$ cat src/rtl/saturn_pad_pkg.sv
// Shared definitions for the Saturn controller-port keyboard transmitter.
//   - state_t   : transmitter FSM states
//   - nibble constants used in the 12-nibble keyboard packet
//   - PKT_LEN   : number of nibbles in one packet
package saturn_pad_pkg;

  typedef enum logic [2:0] {
    IDLE,
    READY,
    WAIT_TR,
    ACK,
    ABORT
  } state_t;

  localparam logic [3:0] ID0    = 4'h3;
  localparam logic [3:0] ID1    = 4'h4;
  localparam logic [3:0] MK     = 4'hE;
  localparam logic [3:0] BRK    = 4'h7;
  localparam logic [3:0] NONE   = 4'h6;
  localparam logic [3:0] TAIL0  = 4'h0;
  localparam logic [3:0] TAIL1  = 4'h1;
  localparam logic [3:0] IDLE_D = 4'h1;

  localparam int PKT_LEN = 12;

endpackage

$ cat src/rtl/saturn_sync2.sv
// Two-flop synchroniser for an asynchronous single-bit input.
// Both flops reset to 1, matching the idle level of the TH/TR lines.
//   clk     : system clock
//   reset_n : synchronous reset, active-low
//   d       : asynchronous input
//   q       : synchronised output
module saturn_sync2 (
  input  logic clk,
  input  logic reset_n,
  input  logic d,
  output logic q
);

  logic meta_p0;

  always_ff @(posedge clk) begin
    if (!reset_n) begin
      meta_p0 <= 1'b1;
      q       <= 1'b1;
    end else begin
      meta_p0 <= d;
      // second stage: metastability-settled copy
      q       <= meta_p0;
    end
  end

endmodule

$ cat src/rtl/saturn_kbd_port.sv
// Saturn keyboard packet transmitter (peripheral side of the TH/TR/TL
// handshake). Sends a 12-nibble packet on d_out, one nibble per TR edge,
// and pops the pending key event once its scancode has been acknowledged.
//   clk, reset_n        : clock, synchronous active-low reset
//   enable              : keyboard mode selected; low holds the port idle
//   nib_*               : live button nibbles (active-low)
//   led                 : {scroll,num,caps} lock LEDs
//   ev_valid/make/sc    : single-entry key event from the PS/2 front end
//   ev_pop              : one-cycle pulse consuming the event
//   th_in, tr_in        : asynchronous select / request from the SMPC
//   tl_out, d_out       : acknowledge and data nibble
module saturn_kbd_port
  import saturn_pad_pkg::*;
#(
  parameter int ACK_DLY = 8,
  parameter int TMO_CYC = 65535,
  parameter int CNT_W   = 16
) (
  input  logic       clk,
  input  logic       reset_n,
  input  logic       enable,
  input  logic [3:0] nib_dpad,
  input  logic [3:0] nib_start_abc,
  input  logic [3:0] nib_rxyz,
  input  logic [3:0] nib_lxxx,
  input  logic [2:0] led,
  input  logic       ev_valid,
  input  logic       ev_make,
  input  logic [7:0] ev_sc,
  output logic       ev_pop,
  input  logic       th_in,
  input  logic       tr_in,
  output logic       tl_out,
  output logic [3:0] d_out
);

  localparam logic [CNT_W-1:0] ACK_LOAD = CNT_W'(ACK_DLY - 1);
  localparam logic [CNT_W-1:0] TMO_LOAD = CNT_W'(TMO_CYC - 1);
  localparam logic [3:0]       IDX_END  = 4'(PKT_LEN);

  logic             th_s, tr_s;
  logic             th_prev, tr_prev;
  logic             th_fall, th_rise, tr_edge;
  state_t           state;
  logic [CNT_W-1:0] cnt;
  logic [3:0]       idx;
  logic             snap_valid, snap_make;
  logic [7:0]       snap_sc;

  saturn_sync2 u_sync_th (.clk(clk), .reset_n(reset_n), .d(th_in), .q(th_s));
  saturn_sync2 u_sync_tr (.clk(clk), .reset_n(reset_n), .d(tr_in), .q(tr_s));

  assign th_fall = th_prev & ~th_s;
  assign th_rise = ~th_prev & th_s;
  assign tr_edge = tr_prev ^ tr_s;

  // Buttons and LEDs are read live; event fields only from the snapshot.
  function automatic logic [3:0] nibble_at(input logic [3:0] i);
    logic [3:0] n;
    n = TAIL0;
    case (i)
      4'd0:    n = ID0;
      4'd1:    n = ID1;
      4'd2:    n = nib_dpad;
      4'd3:    n = nib_start_abc;
      4'd4:    n = nib_rxyz;
      4'd5:    n = nib_lxxx;
      4'd6:    n = {1'b0, led[0], led[1], led[2]};
      4'd7:    n = snap_valid ? (snap_make ? MK : BRK) : NONE;
      4'd8:    n = snap_sc[7:4];
      4'd9:    n = snap_sc[3:0];
      4'd10:   n = TAIL0;
      4'd11:   n = TAIL1;
      default: n = TAIL0;
    endcase
    return n;
  endfunction

  always_ff @(posedge clk) begin
    if (!reset_n) begin
      state      <= IDLE;
      tl_out     <= 1'b1;
      d_out      <= IDLE_D;
      ev_pop     <= 1'b0;
      idx        <= 4'd0;
      cnt        <= '0;
      th_prev    <= 1'b1;
      tr_prev    <= 1'b1;
      snap_valid <= 1'b0;
      snap_make  <= 1'b0;
      snap_sc    <= 8'h00;
    end else begin
      th_prev <= th_s;
      tr_prev <= tr_s;
      ev_pop  <= 1'b0;
      if (!enable) begin
        state  <= IDLE;
        tl_out <= 1'b1;
        d_out  <= IDLE_D;
        idx    <= 4'd0;
        cnt    <= '0;
      end else begin
        // counter stops at zero rather than wrapping
        if (cnt != '0) cnt <= cnt - 1'b1;
        case (state)
          IDLE: begin
            tl_out <= 1'b1;
            d_out  <= IDLE_D;
            if (th_fall) begin
              snap_valid <= ev_valid;
              snap_make  <= ev_make;
              snap_sc    <= ev_valid ? ev_sc : 8'h00;
              cnt        <= ACK_LOAD;
              state      <= READY;
            end
          end
          READY: begin
            if (cnt == '0) begin
              tl_out <= 1'b0;
              idx    <= 4'd0;
              cnt    <= TMO_LOAD;
              state  <= WAIT_TR;
            end
          end
          WAIT_TR: begin
            if (tr_edge) begin
              d_out <= nibble_at(idx);
              cnt   <= ACK_LOAD;
              state <= ACK;
            end else if (cnt == '0) begin
              tl_out <= 1'b1;
              d_out  <= IDLE_D;
              state  <= ABORT;
            end
          end
          ACK: begin
            // TR edges seen here are deliberately dropped
            if (cnt == '0) begin
              tl_out <= ~tl_out;
              if (idx < IDX_END) idx <= idx + 4'd1;
              if (idx == 4'd9 && snap_valid) ev_pop <= 1'b1;
              cnt    <= TMO_LOAD;
              state  <= WAIT_TR;
            end
          end
          ABORT: begin
            tl_out <= 1'b1;
            d_out  <= IDLE_D;
            if (th_s) begin
              cnt   <= '0;
              state <= IDLE;
            end
          end
          default: state <= IDLE;
        endcase
        // Host deselect overrides everything except a pop already issued
        // this cycle, so a scancode acked at the deselect edge is consumed.
        if (th_rise) begin
          state  <= IDLE;
          tl_out <= 1'b1;
          d_out  <= IDLE_D;
          idx    <= 4'd0;
          cnt    <= '0;
        end
      end
    end
  end

endmodule

$ cat config.mk
export PLATFORM = sky130hd
export DESIGN_NAME = saturn_kbd_port
export DESIGN_NICKNAME = d
export VERILOG_FILES = /design/src/rtl/saturn_pad_pkg.sv /design/src/rtl/saturn_sync2.sv /design/src/rtl/saturn_kbd_port.sv
export SDC_FILE = /design/constraint.sdc
export NUM_CORES = 1
export LEC_CHECK = 0
export ABC_AREA = 1
export BUFFER_PORTS_ARGS = -buffer_cell sky130_fd_sc_hd__buf_2
export CAP_MARGIN = 10
export CORE_ASPECT_RATIO = 0.75
export CORE_UTILIZATION = 50
export CTS_CLUSTER_DIAMETER = 120
export DETAILED_ROUTE_END_ITERATION = 8
export PLACE_DENSITY = 0.72
export SLEW_MARGIN = 20
export SYNTH_ARGS = -nofsm -noshare
export SYNTH_HDL_FRONTEND = slang
export SYNTH_HIERARCHICAL = 1
export SYNTH_SLANG_ARGS = --single-unit
$ cat constraint.sdc
create_clock -name clk -period 1.6 [get_ports clk]
set_input_delay 0.16 -clock clk [delete_from_list [all_inputs] [get_ports clk]]
set_output_delay 0.16 -clock clk [all_outputs]
set_load 0.1 [all_outputs]
# Word-level counts from Yosys, hierarchy flattened
# Cells that the tools add are included.
# classes
n_addsub	2
muxes	29
magnitude_cmp	1
bitwise_logic	8
eq_ne	23
reduce_logical	17
# ops
operator	count
2-to-1 mux 16 bit	5
case mux 16 bit (4 select lines)	1
case mux 4 bit (11 select lines)	1
2-to-1 mux 4 bit	7
equality test 4 x 3 -> 1 bit (second input constant)	4
logical NOT 16 bit	1
case mux 4 bit (2 select lines)	2
nonzero test 16 bit	1
subtractor 16 x 1 -> 16 bit (second input constant)	1
2-to-1 mux 3 bit	5
equality test 4 bit (second input constant)	3
inequality test 2 bit (second input constant)	6
case mux 3 bit (4 select lines)	1
AND reduction 4 bit	3
equality test 4 x 2 -> 1 bit (second input constant)	2
2-to-1 mux 8 bit	1
equality test 3 x 2 -> 1 bit (second input constant)	2
2-to-1 mux 1 bit	5
NOT 1 bit	5
AND reduction 5 bit	1
adder 4 x 1 -> 4 bit (second input constant)	1
equality test 4 x 1 -> 1 bit (second input constant)	1
logical NOT 4 bit	1
< comparator 4 bit (second input constant)	1
other kinds (15)	19
# word_totals
out_inout_bits	6
inputBits	34
wordCells	95
regBits	45

# Depth between registers and ports, before layout
# Gate-level depths: netlist (run 1).
# depth
ltp_word	5
mapped_depth	10
mapped_depth_nobuf	10

# Cells and area by module
# The synthesis (run 1) kept the hierarchy.
# by_module_without_submodules
module	area_each_um2	cells_per_inst	n_inst	seq_area_each_um2
saturn_kbd_port	2473.6	407	1	820.8
saturn_sync2	55.1	6	2	40.0

# Least setup slack after synthesis (run 1)
# Ideal clock, no wire load.
# synth_path
path_type	register to register
from	register tl_out
to	register tl_out
arrival_time_ns	1.323
stages_incl_launch_ff	4
required_ns	1.476
setup_ns	0.124
path_buffers	0
synth_period_minus_slack_ns	1.446
path_slack_ns	0.154
path_cell_list	dfxtp_1 > o21ai_0 > nand4_1 > nand3_1
# synth_between
elab_chain_len	3
# synth_rtl
element	line	text
start, declared	saturn_kbd_port.sv:33	output logic tl_out,
start signal, assigned	saturn_kbd_port.sv:139	tl_out <= ~tl_out;
NOT 1 bit	saturn_kbd_port.sv:139	
2-to-1 mux 1 bit	saturn_kbd_port.sv:138	if (cnt == '0) begin
case mux 1 bit (4 select lines)	saturn_kbd_port.sv:105	case (state)
# Every way passes these cells. The select of a mux whose other input is x is not followed.
# A chain may end at the register's enable or synchronous reset.

# Final worst setup path (run 1)
# layout_path
from	register cnt[0]
to	register cnt[9]
# layout_between
elab_chain_len	4
word_cells_on_any_way	9
classes_between	add/sub (1); mux (6); reduce/logical (2)
# layout_rtl
element	line	text
start, declared	saturn_kbd_port.sv:45	logic [CNT_W-1:0] cnt;
start signal, assigned	saturn_kbd_port.sv:104	if (cnt != '0) cnt <= cnt - 1'b1;
subtractor 16 x 1 -> 16 bit or nonzero test 16 bit (tied branches)	saturn_kbd_port.sv:104	
2-to-1 mux 16 bit	saturn_kbd_port.sv:104	
2-to-1 mux 16 bit (on tied branches)	-	
case mux 16 bit (4 select lines) (*)	saturn_kbd_port.sv:105	
# Mark *: on every way between the ends. The rest lies on a longest branch, timed or not.

==> flow_summary.ini, run 1 <==
[logic_synthesis]
avgSynthCellArea_um2 = 6.166
synth_area_leaders = dfxtp_1 (35%), nand2_1 (20%), inv_1 (8.3%), nor2_1 (7.4%), nand3_1 (6.0%)
synth_top_area_share_pct = 34.87
synth.distinct_cells = 30
synth_seq_area_share_pct = 34.87
synth_nets = 459
synth_common_cells = nand2_1 (141), inv_1 (57), nor2_1 (51)
yosysWarnings = 6
async_reset_ff_share_pct = 0
yosys_register_bits = 45
syn_area_um2 = 2584
syn_inst = 419
yosysMostFrequentCell = nand2_1
synth_edf_count = 0
synth_largest_area_cell = dfxtp_1
yosys_most_used_dff = dfxtp_1

[route]
route.detailed.drc = 0
ant_nets = 0
drtIter0Drc = 207
via_per_inst = 5.019
dr.pass1.iters = 4
num_vias = 2685
routed_wl_mm = 6.452
wl_per_cell_um = 12.06

[worst_setup_path]
criticalPathCategory = reg2reg
worst_setup_path_end_kind = flip-flop
crit_path_start_kind = flip-flop
crit_start = cnt[0]$_SDFF_PP0_
cp_max_fo = 6
cp.required_ns = 1.85
timing.rr.start = cnt[0]$_SDFF_PP0_
crit_arrival_ns = 1.76

[power_and_ir_drop]
power_mw = 5.867
powerDensity_nw_per_um2 = 1826
p_leak_nw = 1.559
ir_worst_vdd_uv = 1071

[placed_design]
routabilityCongestion = 0.9207
portBuffers = 39
dp.cells = 526
dpl.hpwl_mm = 4.783
placed_area_um2 = 2923

[finish]
fin_cells = 535
drive_above_1_share_pct = 22.53
nets = 514
multi_input_area_um2 = 1569
final.fill_count = 469
antenna_cells = 0
seq_area_um2 = 905.9
syn2layout_area_growth_pct = 24.36
final_area_um2 = 3213

[die]
initial_core_util_pct = 52.44
dieArea_um2 = 5462
fp.dieW_um = 85.01
num_io_pins = 40
coreArea_um2 = 4927
rows = 22
fp.dieH_um = 64.26

[clock_tree]
htree_levels = 2
ctsLongestPathBuffers = 2
postCtsSetupBuffers = 0
clk_latency_ns = 0.30
tritoncts = yes
numCtsBuffers = 5
clk_pin_slew_ns = 0.09
root_buffer = clkbuf_8
cts_num_sinks = 45

[timing]
skew_ns = 0.006553
max_freq_ghz = 0.6646
whs_ns = 0.02002
rsz0062_at_grt = yes
worstMarginPinSlew_ns = 0.4965
period_minus_slack_ns = 1.505
setup_viol = 0
slew_headroom_pct = 67.13
finalHoldViolations = 0
post-route-period-util_pct = 94.04
slew_viol_final = 0

[grt]
grt_max_degree = 16
grt_util_all_layers_pct = 24.17
grt_pass1_wl_mm = 10.45
antenna_found_initial = 0
grt_overflow_total = 0
grt_pass1_vias = 2337

[min_path]
holdCritPathClass = in2reg
hold_start = tr_in

[job]
drv_cap = 0

[outcome]
status = finished, final reports clean
placed cells by master (no fill, tap or decap), types with 4 or more instances in the layout:
cell / instances
o21ai_0: 17
dfxtp_1: 41
a21oi_1: 25
nand3_1: 28
buf_4: 12
nor2_4: 11
dfxtp_2: 4
buf_2: 39
nor2_2: 10
xnor2_1: 4
nor2_1: 36
clkbuf_8: 5
inv_2: 6
nand2_1: 139
inv_1: 54
nand4_1: 7
stage by stage:
step	setup WS (ns)	util [%]	TNS, ns
2_1_floorplan	0.1535	-	0
3_3_place_gp	0.05632	59.32	0
3_5_place_dp	0.01791	59.32	0
4_1_cts	0.0006042	62.11	0
5_1_grt	-0.02997	65.21	-0.05311
6_report	0.09530	65.21	0
path summary, 6_finish.rpt:
path | endpoint | slack [ns] | cells past startpoint
worst max-delay path | cnt[9]$_SDFF_PP0_ | 0.1 | 8
worst min-delay path | u_sync_tr/meta_p0$_SDFF_PN1_ | 0.02 | 3
worst max register to register | cnt[9]$_SDFF_PP0_ | 0.1 | 8
worst min register to register | u_sync_th/q$_SDFF_PN1_ | 0.41 | 2
kinds of logic (layout without fill, tap and decap cells):
kind of cell,count (synthesis),after routing,synth area share [%]
buf+inv,66,121,9.976
fa+ha+maj,6,6,2.905
flops,45,45,34.87
compound gates,52,52,10.75
simple gates,244,245,39.47
xor+xnor,6,6,2.034
state kept, by name, summed over array words and instances (netlist names):
name and cells:
tl_out 1, cnt 16, idx 4, th_prev 1, d_out 4, u_sync_th/meta_p0 1, snap_make 1, ev_pop 1
u_sync_th/q 1, tr_prev 1, snap_valid 1, u_sync_tr/meta_p0 1, snap_sc 8, state 3, u_sync_tr/q 1
per-layer routing:
layer	track usage [%]	vias to the layer above	wire length [µm]	part of all wire, %
met5	0	-	0	0
met4	5.508	0	47	0.73
met3	4.910	7	336	5.2
met2	34.88	70	2630	41
met1	36.42	1185	3437	53
li1	-	1423	-	-
power breakdown:
part / switching, mW / internal (mW)
registers: 0.168 / 1.31
logic: 2.13 / 1.22
clock network: 0.411 / 0.629
critical path, stage by stage (launching register included):
cell,delay (ns)
dfxtp_1,0.32
inv_1,0.08
ha_2,0.20
nand2_2,0.09
inv_2,0.09
nand4_1,0.11
or2_1,0.32
buf_4,0.19
nand2_1,0.06
timing repair:
item | 4_1_cts | 5_1_grt
endpoints found under the hold margin | 0 | 0
resized for setup | 0 | 47
endpoints found under the setup margin | 0 | 28
hold buffers | 0 | 0
area by class of cell:
| cell class | count | area share, % |
|---|---|---|
| Clock buffer | 5 | 2.142 |
| Clock inverter | 3 | 2.142 |
| Inverter | 61 | 7.126 |
| Multi-Input combinational cell | 309 | 48.83 |
| Sequential cell | 45 | 28.19 |
| Tap cell | 60 | 2.336 |
| Timing Repair Buffer | 52 | 9.229 |
No activity file was read; power rests on OpenSTA's default activity.
==> inputs of run 2 (changes only) <==
- CELL_PAD_IN_SITES_DETAIL_PLACEMENT: not set -> 2
- CELL_PAD_IN_SITES_GLOBAL_PLACEMENT: not set -> 2
- CORE_UTILIZATION: 50 -> 30
- PLACE_DENSITY: 0.72 -> not set
- PLACE_DENSITY_LB_ADDON: not set -> 0.1
==> run 2 against run 1 <==
Net effect:
- first-iteration DRC count down 44%
- die area up 65%
- global-route usage up 1.6 points
- worst setup slack worse by 0.092 ns
- maximum frequency down 5.8%
- total power up 27%
- worst hold slack better by 0.021 ns
- routed wire length up 87%
- utilization down 21 points
- critical endpoint is now cnt[8]$_SDFF_PP0_
==> flow_summary.ini, run 2 (synthesized netlist as in run 1, its figures left out) <==
[grt]
grt_pass1_vias = 3201
grt_overflow_total = 0
antenna_found_initial = 0
grt_util_all_layers_pct = 25.77
grt_max_degree = 16
grt_pass1_wl_mm = 17.14

[min_path]
hold_start = th_in
hold_end = u_sync_th/meta_p0$_SDFF_PN1_
holdCritPathClass = in2reg
hold_path_depth = 3

[finish]
utilization_pct = 43.81
regMostFlops = cnt
drive_above_1_share_pct = 29.90
syn2layout_area_growth_pct = 37.82
largest_reg_flops = 16
fin_cells = 600
layout_commonest_cell = nand2_1
nets = 534
mostFrequentLayoutCells = nand2_1 (132), inv_1 (52), buf_2 (39)
reg_top3 = cnt: 16 flops, snap_sc: 8 flops
final_area_um2 = 3561
antenna_cells = 0

[route]
via_per_inst = 5.083
route.detailed.drc = 0
routed_wl_mm = 12.09
num_vias = 3050
dr.pass1.iters = 4
drtIter0Drc = 116
wl_per_cell_um = 20.15
ant_nets = 0

[timing]
slew_viol_final = 0
post-route-period-util_pct = 99.81
max_freq_ghz = 0.6262
whs_ns = 0.04060
finalHoldViolations = 0
worstMarginPinSlew_ns = 0.4954
skew_ns = 0.007440
period_minus_slack_ns = 1.597
slew_headroom_pct = 67.20
setup_viol = 0
fin_ws_ns = 0.003022

[clock_tree]
cts_num_sinks = 45
ctsLongestPathBuffers = 2
clk_latency_ns = 0.29
clk_pin_slew_ns = 0.07
numCtsBuffers = 5
tritoncts = yes
root_buffer = clkbuf_16
htree_levels = 2
hold_buffers = 0

[worst_setup_path]
crit_arrival_ns = 1.83
timing.rr.start = cnt[6]$_SDFF_PP0_
critical-path-max-stage-delay_ns = 0.35
criticalPathCategory = reg2reg
critPathSlowestCell = dfxtp_1
r2r_slack_ns = 0.003
path_depth = 7
crit_top_cell = nand2_1
worst_setup_path_end_kind = flip-flop
reg2reg_to = cnt[8]$_SDFF_PP0_
crit_path_cell_trace = nor2_2 -> nand2_1 -> inv_1 -> nand4_1 -> or2_1 -> buf_4 -> nand2_1
path_buf_inv = 2
cp.required_ns = 1.84
crit_path_start_kind = flip-flop
cp_max_fo = 9
reg2reg_depth = 7
crit_family = simple AND/OR/NAND/NOR gates

[outcome]
status = finished, final reports clean

[placed_design]
dp.cells = 588
dp_slack_ns = -0.1211
placed_area_um2 = 3107
routabilityCongestion = 0.8073
dpl.hpwl_mm = 8.047
portBuffers = 39

[die]
coreArea_um2 = 8128
fp.dieH_um = 82.37
fp.dieW_um = 109.2
rows = 28
num_io_pins = 40
initial_core_util_pct = 31.79
dieArea_um2 = 8992

[power_and_ir_drop]
powerDensity_nw_per_um2 = 2088
ir_worst_vdd_uv = 1084
p_leak_nw = 1.704

[job]
drv_cap = 0
-- run 2: layout make-up --
cell class	instances	area (µm²)
clock buffers	5	125.1
clock inverters	3	68.82
fillers	1004	4567
inverters	61	229.0
multi-input cells	308	1647
flip-flops and latches	45	909.6
well taps	105	131.4
repair buffers	73	450.4
-- run 2: worst min-delay path: cells and delay by family --
kind | cells | cell delay, ns
AND/OR/NAND/NOR | 1 | 0.04
buffers and inverters | 2 | 0.10
-- run 2: worst max-delay path by stage --
stage | from | end
after floorplan | tl_out$_SDFFE_PP1P_ | tl_out$_SDFFE_PP1P_
after global placement | idx[0]$_SDFFE_PP0P_ | d_out[3]$_SDFFE_PP0P_
after detailed placement | cnt[0]$_SDFF_PP0_ | cnt[12]$_SDFF_PP0_
after CTS | cnt[6]$_SDFF_PP0_ | idx[2]$_SDFFE_PP0P_
after global routing | cnt[6]$_SDFF_PP0_ | cnt[8]$_SDFF_PP0_
final | cnt[6]$_SDFF_PP0_ | cnt[8]$_SDFF_PP0_
-- run 2: report_power, final --
part,total (mW),internal [mW],switching [mW]
logic,4.53,1.65,2.88
clock network,1.39,0.902,0.490
registers,1.51,1.31,0.199
total,7.44,3.86,3.57
-- run 2: per-stage QoR --
stage / TNS (ns) / power (mW)
after global routing: -1.204 / 7.888
after floorplan: 0 / 3.532
after detailed placement: -0.3540 / 4.839
after global placement: 0 / 4.669
after CTS: 0 / 6.641
final: 0 / 7.435
-- run 2: per-layer routing --
metal	global-route usage, %	part of all wire, %	vias up
li1	-	-	1456
met1	35.19	48	1537
met2	43.08	49	45
met3	3.297	2.2	12
met4	6.351	1.3	0
met5	0	0	-
-- run 2: what timing repair did --
action                                  4_1_cts  5_1_grt
buffers inserted                              2        2
gates resized for setup                      20       54
pin swaps                                     4        9
endpoints found under the setup margin       18       29
cloned                                        0        0
==> inputs of run 3 (changes only) <==
==> constraint.sdc (replaced) <==
create_clock -name clk -period 1.6 [get_ports clk]
set_input_delay 0.32 -clock clk [delete_from_list [all_inputs] [get_ports clk]]
set_output_delay 0.32 -clock clk [all_outputs]
set_load 0.1 [all_outputs]
==> run 3 against run 2 <==
Net effect:
- the run now ends with negative setup slack left
- die area did not move
- clock skew fell by 0.00061 ns
- final cell count rose by 2.0%
- clock power barely moved
- worst setup slack got worse by 0.15 ns
- design area rose by 5.7%
- first-iteration DRC count rose by 36%
- routed wire length rose by 24%
- via count rose by 7.8%
- non-clock buffer count rose by 11
==> flow_summary.ini, run 3 (synthesized netlist as in run 1, its figures left out) <==
[outcome]
status = finished, violations left
violations = negative setup slack

[power_and_ir_drop]
ir_worst_vdd_uv = 933.7
p_int_mw = 4.291
power_switching_mw = 4.032
p_comb_share_pct = 64.2
powerDensity_nw_per_um2 = 2212
p_leak_nw = 1.768
switching_share_pct = 48.44
pwr-share-clk_pct = 16.8
power_frac_seq_pct = 18.9

[finish]
syn2layout_area_growth_pct = 45.62
nets = 546
mostFrequentLayoutCells = nand2_1 (129), inv_1 (47), buf_4 (41)
antenna_cells = 0
fin_cells = 612
final.fill_count = 978
drive_above_1_share_pct = 34.52
largest_reg_flops = 16
regMostFlops = cnt
reg_top3 = cnt: 16 flops, snap_sc: 8 flops
layout_commonest_cell = nand2_1
final_area_um2 = 3762

[timing]
slew_headroom_pct = 66.27
max_freq_ghz = 0.5731
skew_ns = 0.006834
period_minus_slack_ns = 1.745
finalHoldViolations = 0
rsz0062_at_grt = yes
slew_viol_final = 0
setup_viol = 19
fin_ws_ns = -0.1450
worstMarginPinSlew_ns = 0.5095
post-route-period-util_pct = 109.1

[min_path]
holdCritPathClass = in2reg

[clock_tree]
numCtsBuffers = 5
cts_num_sinks = 45
ctsLongestPathBuffers = 2
clk_pin_slew_ns = 0.07
htree_levels = 2
root_buffer = clkbuf_16
clk_latency_ns = 0.29
tritoncts = yes

[grt]
grt_pass1_vias = 3440
grtUsageMet2_pct = 48.68
grt_overflow_total = 0
grt_util_all_layers_pct = 27.70
grt_pass1_wl_mm = 18.22
antenna_found_initial = 0
gr-usage-met3_pct = 3.454
gr-max-usage-layer = met2
grt_max_degree = 16
grt_util_met1_pct = 35.92

[die]
fp.dieW_um = 109.2
dieArea_um2 = 8992
num_io_pins = 40
fp.dieH_um = 82.37
initial_core_util_pct = 31.79
coreArea_um2 = 8128
rows = 28

[placed_design]
placed_area_um2 = 3099
portBuffers = 39
dpl.hpwl_mm = 8.183
dp.cells = 587
routabilityCongestion = 0.7986

[route]
routed_wl_mm = 14.98
num_vias = 3289
dr.pass1.iters = 4
drtIter0Drc = 158
via_per_inst = 5.374
route.detailed.drc = 0
ant_nets = 0
wl_per_cell_um = 24.48

[worst_setup_path]
cp_max_fo = 4
crit_arrival_ns = 1.97
worst_setup_path_end_kind = flip-flop
crit_path_start_kind = flip-flop
cp.required_ns = 1.82
criticalPathCategory = reg2reg

[job]
drv_cap = 0
[run 3: changes by cell type in the layout (fill, tap and decap cells not counted), sizes merged]
cell / previous run / this run
buf: 73 / 84
nor2: 57 / 58
[run 3: area by class of cell]
| cell class | instances | area, µm² | area share, % |
|---|---|---|---|
| Timing Repair Buffer | 84 | 556.8 | 14.80 |
| Inverter | 61 | 231.5 | 6.152 |
| Clock buffer | 5 | 125.1 | 3.326 |
| Clock inverter | 3 | 68.82 | 1.829 |
| Tap cell | 105 | 131.4 | 3.492 |
| Sequential cell | 45 | 919.6 | 24.44 |
| Multi-Input combinational cell | 309 | 1729 | 45.96 |
[run 3: layer usage]
| metal | wire length [µm] | part of all wire (%) |
|---|---|---|
| met5 | 0 | 0 |
| met4 | 335 | 2.2 |
| met3 | 607 | 4.1 |
| met2 | 7263 | 48 |
| met1 | 6774 | 45 |
[run 3: path summary, 6_finish.rpt]
path / startpoint / endpoint / slack [ns] / cells after the start
worst min-delay path: th_in / u_sync_th/meta_p0$_SDFF_PN1_ / 0.21 / 3
worst max register to register: state[1]$_SDFFE_PP0P_ / d_out[2]$_SDFFE_PP0P_ / -0.15 / 7
worst max-delay path: state[1]$_SDFFE_PP0P_ / d_out[2]$_SDFFE_PP0P_ / -0.15 / 7
worst min register to register: u_sync_th/meta_p0$_SDFF_PN1_ / u_sync_th/q$_SDFF_PN1_ / 0.44 / 2
[run 3: what timing repair did]
item	CTS	global route
resized for setup	32	75
hold buffers	0	0
gates cloned	0	1
setup buffers	6	11
endpoints found under the setup margin	25	32
pin swaps	7	19
[run 3: worst max-delay path, cell delays in order, from the launching register on]
cell and delay [ns]:
dfxtp_2 0.40, inv_1 0.10, nand2_2 0.14, inv_2 0.09, nor2_1 0.29, a21boi_2 0.34, nand2_1 0.15, a21oi_2 0.16
[run 3: power groups by stage]
stage                     sequential, mW  clock, mW  combinational [mW]
after floorplan                     1.48          0                2.05
after global placement              1.47          0                3.19
after detailed placement            1.48          0                3.42
after CTS                           1.48       1.40                4.17
after global routing                1.59       1.44                5.59
final                               1.57       1.40                5.35
[run 3: through the flow]
step	util [%]	power [mW]	setup WS [ns]	hold slack [ns]	TNS, ns
detailed placement	38.13	4.906	-0.09041	0.4211	-0.3851
global route	46.29	8.623	-0.1635	0.2096	-2.076
global placement	38.13	4.658	0.02586	0.3877	0
floorplan	-	3.532	0.1535	0.3795	0
CTS	42.33	7.049	-0.008448	0.2004	-0.01735
finish	46.29	8.323	-0.1450	0.2091	-1.078
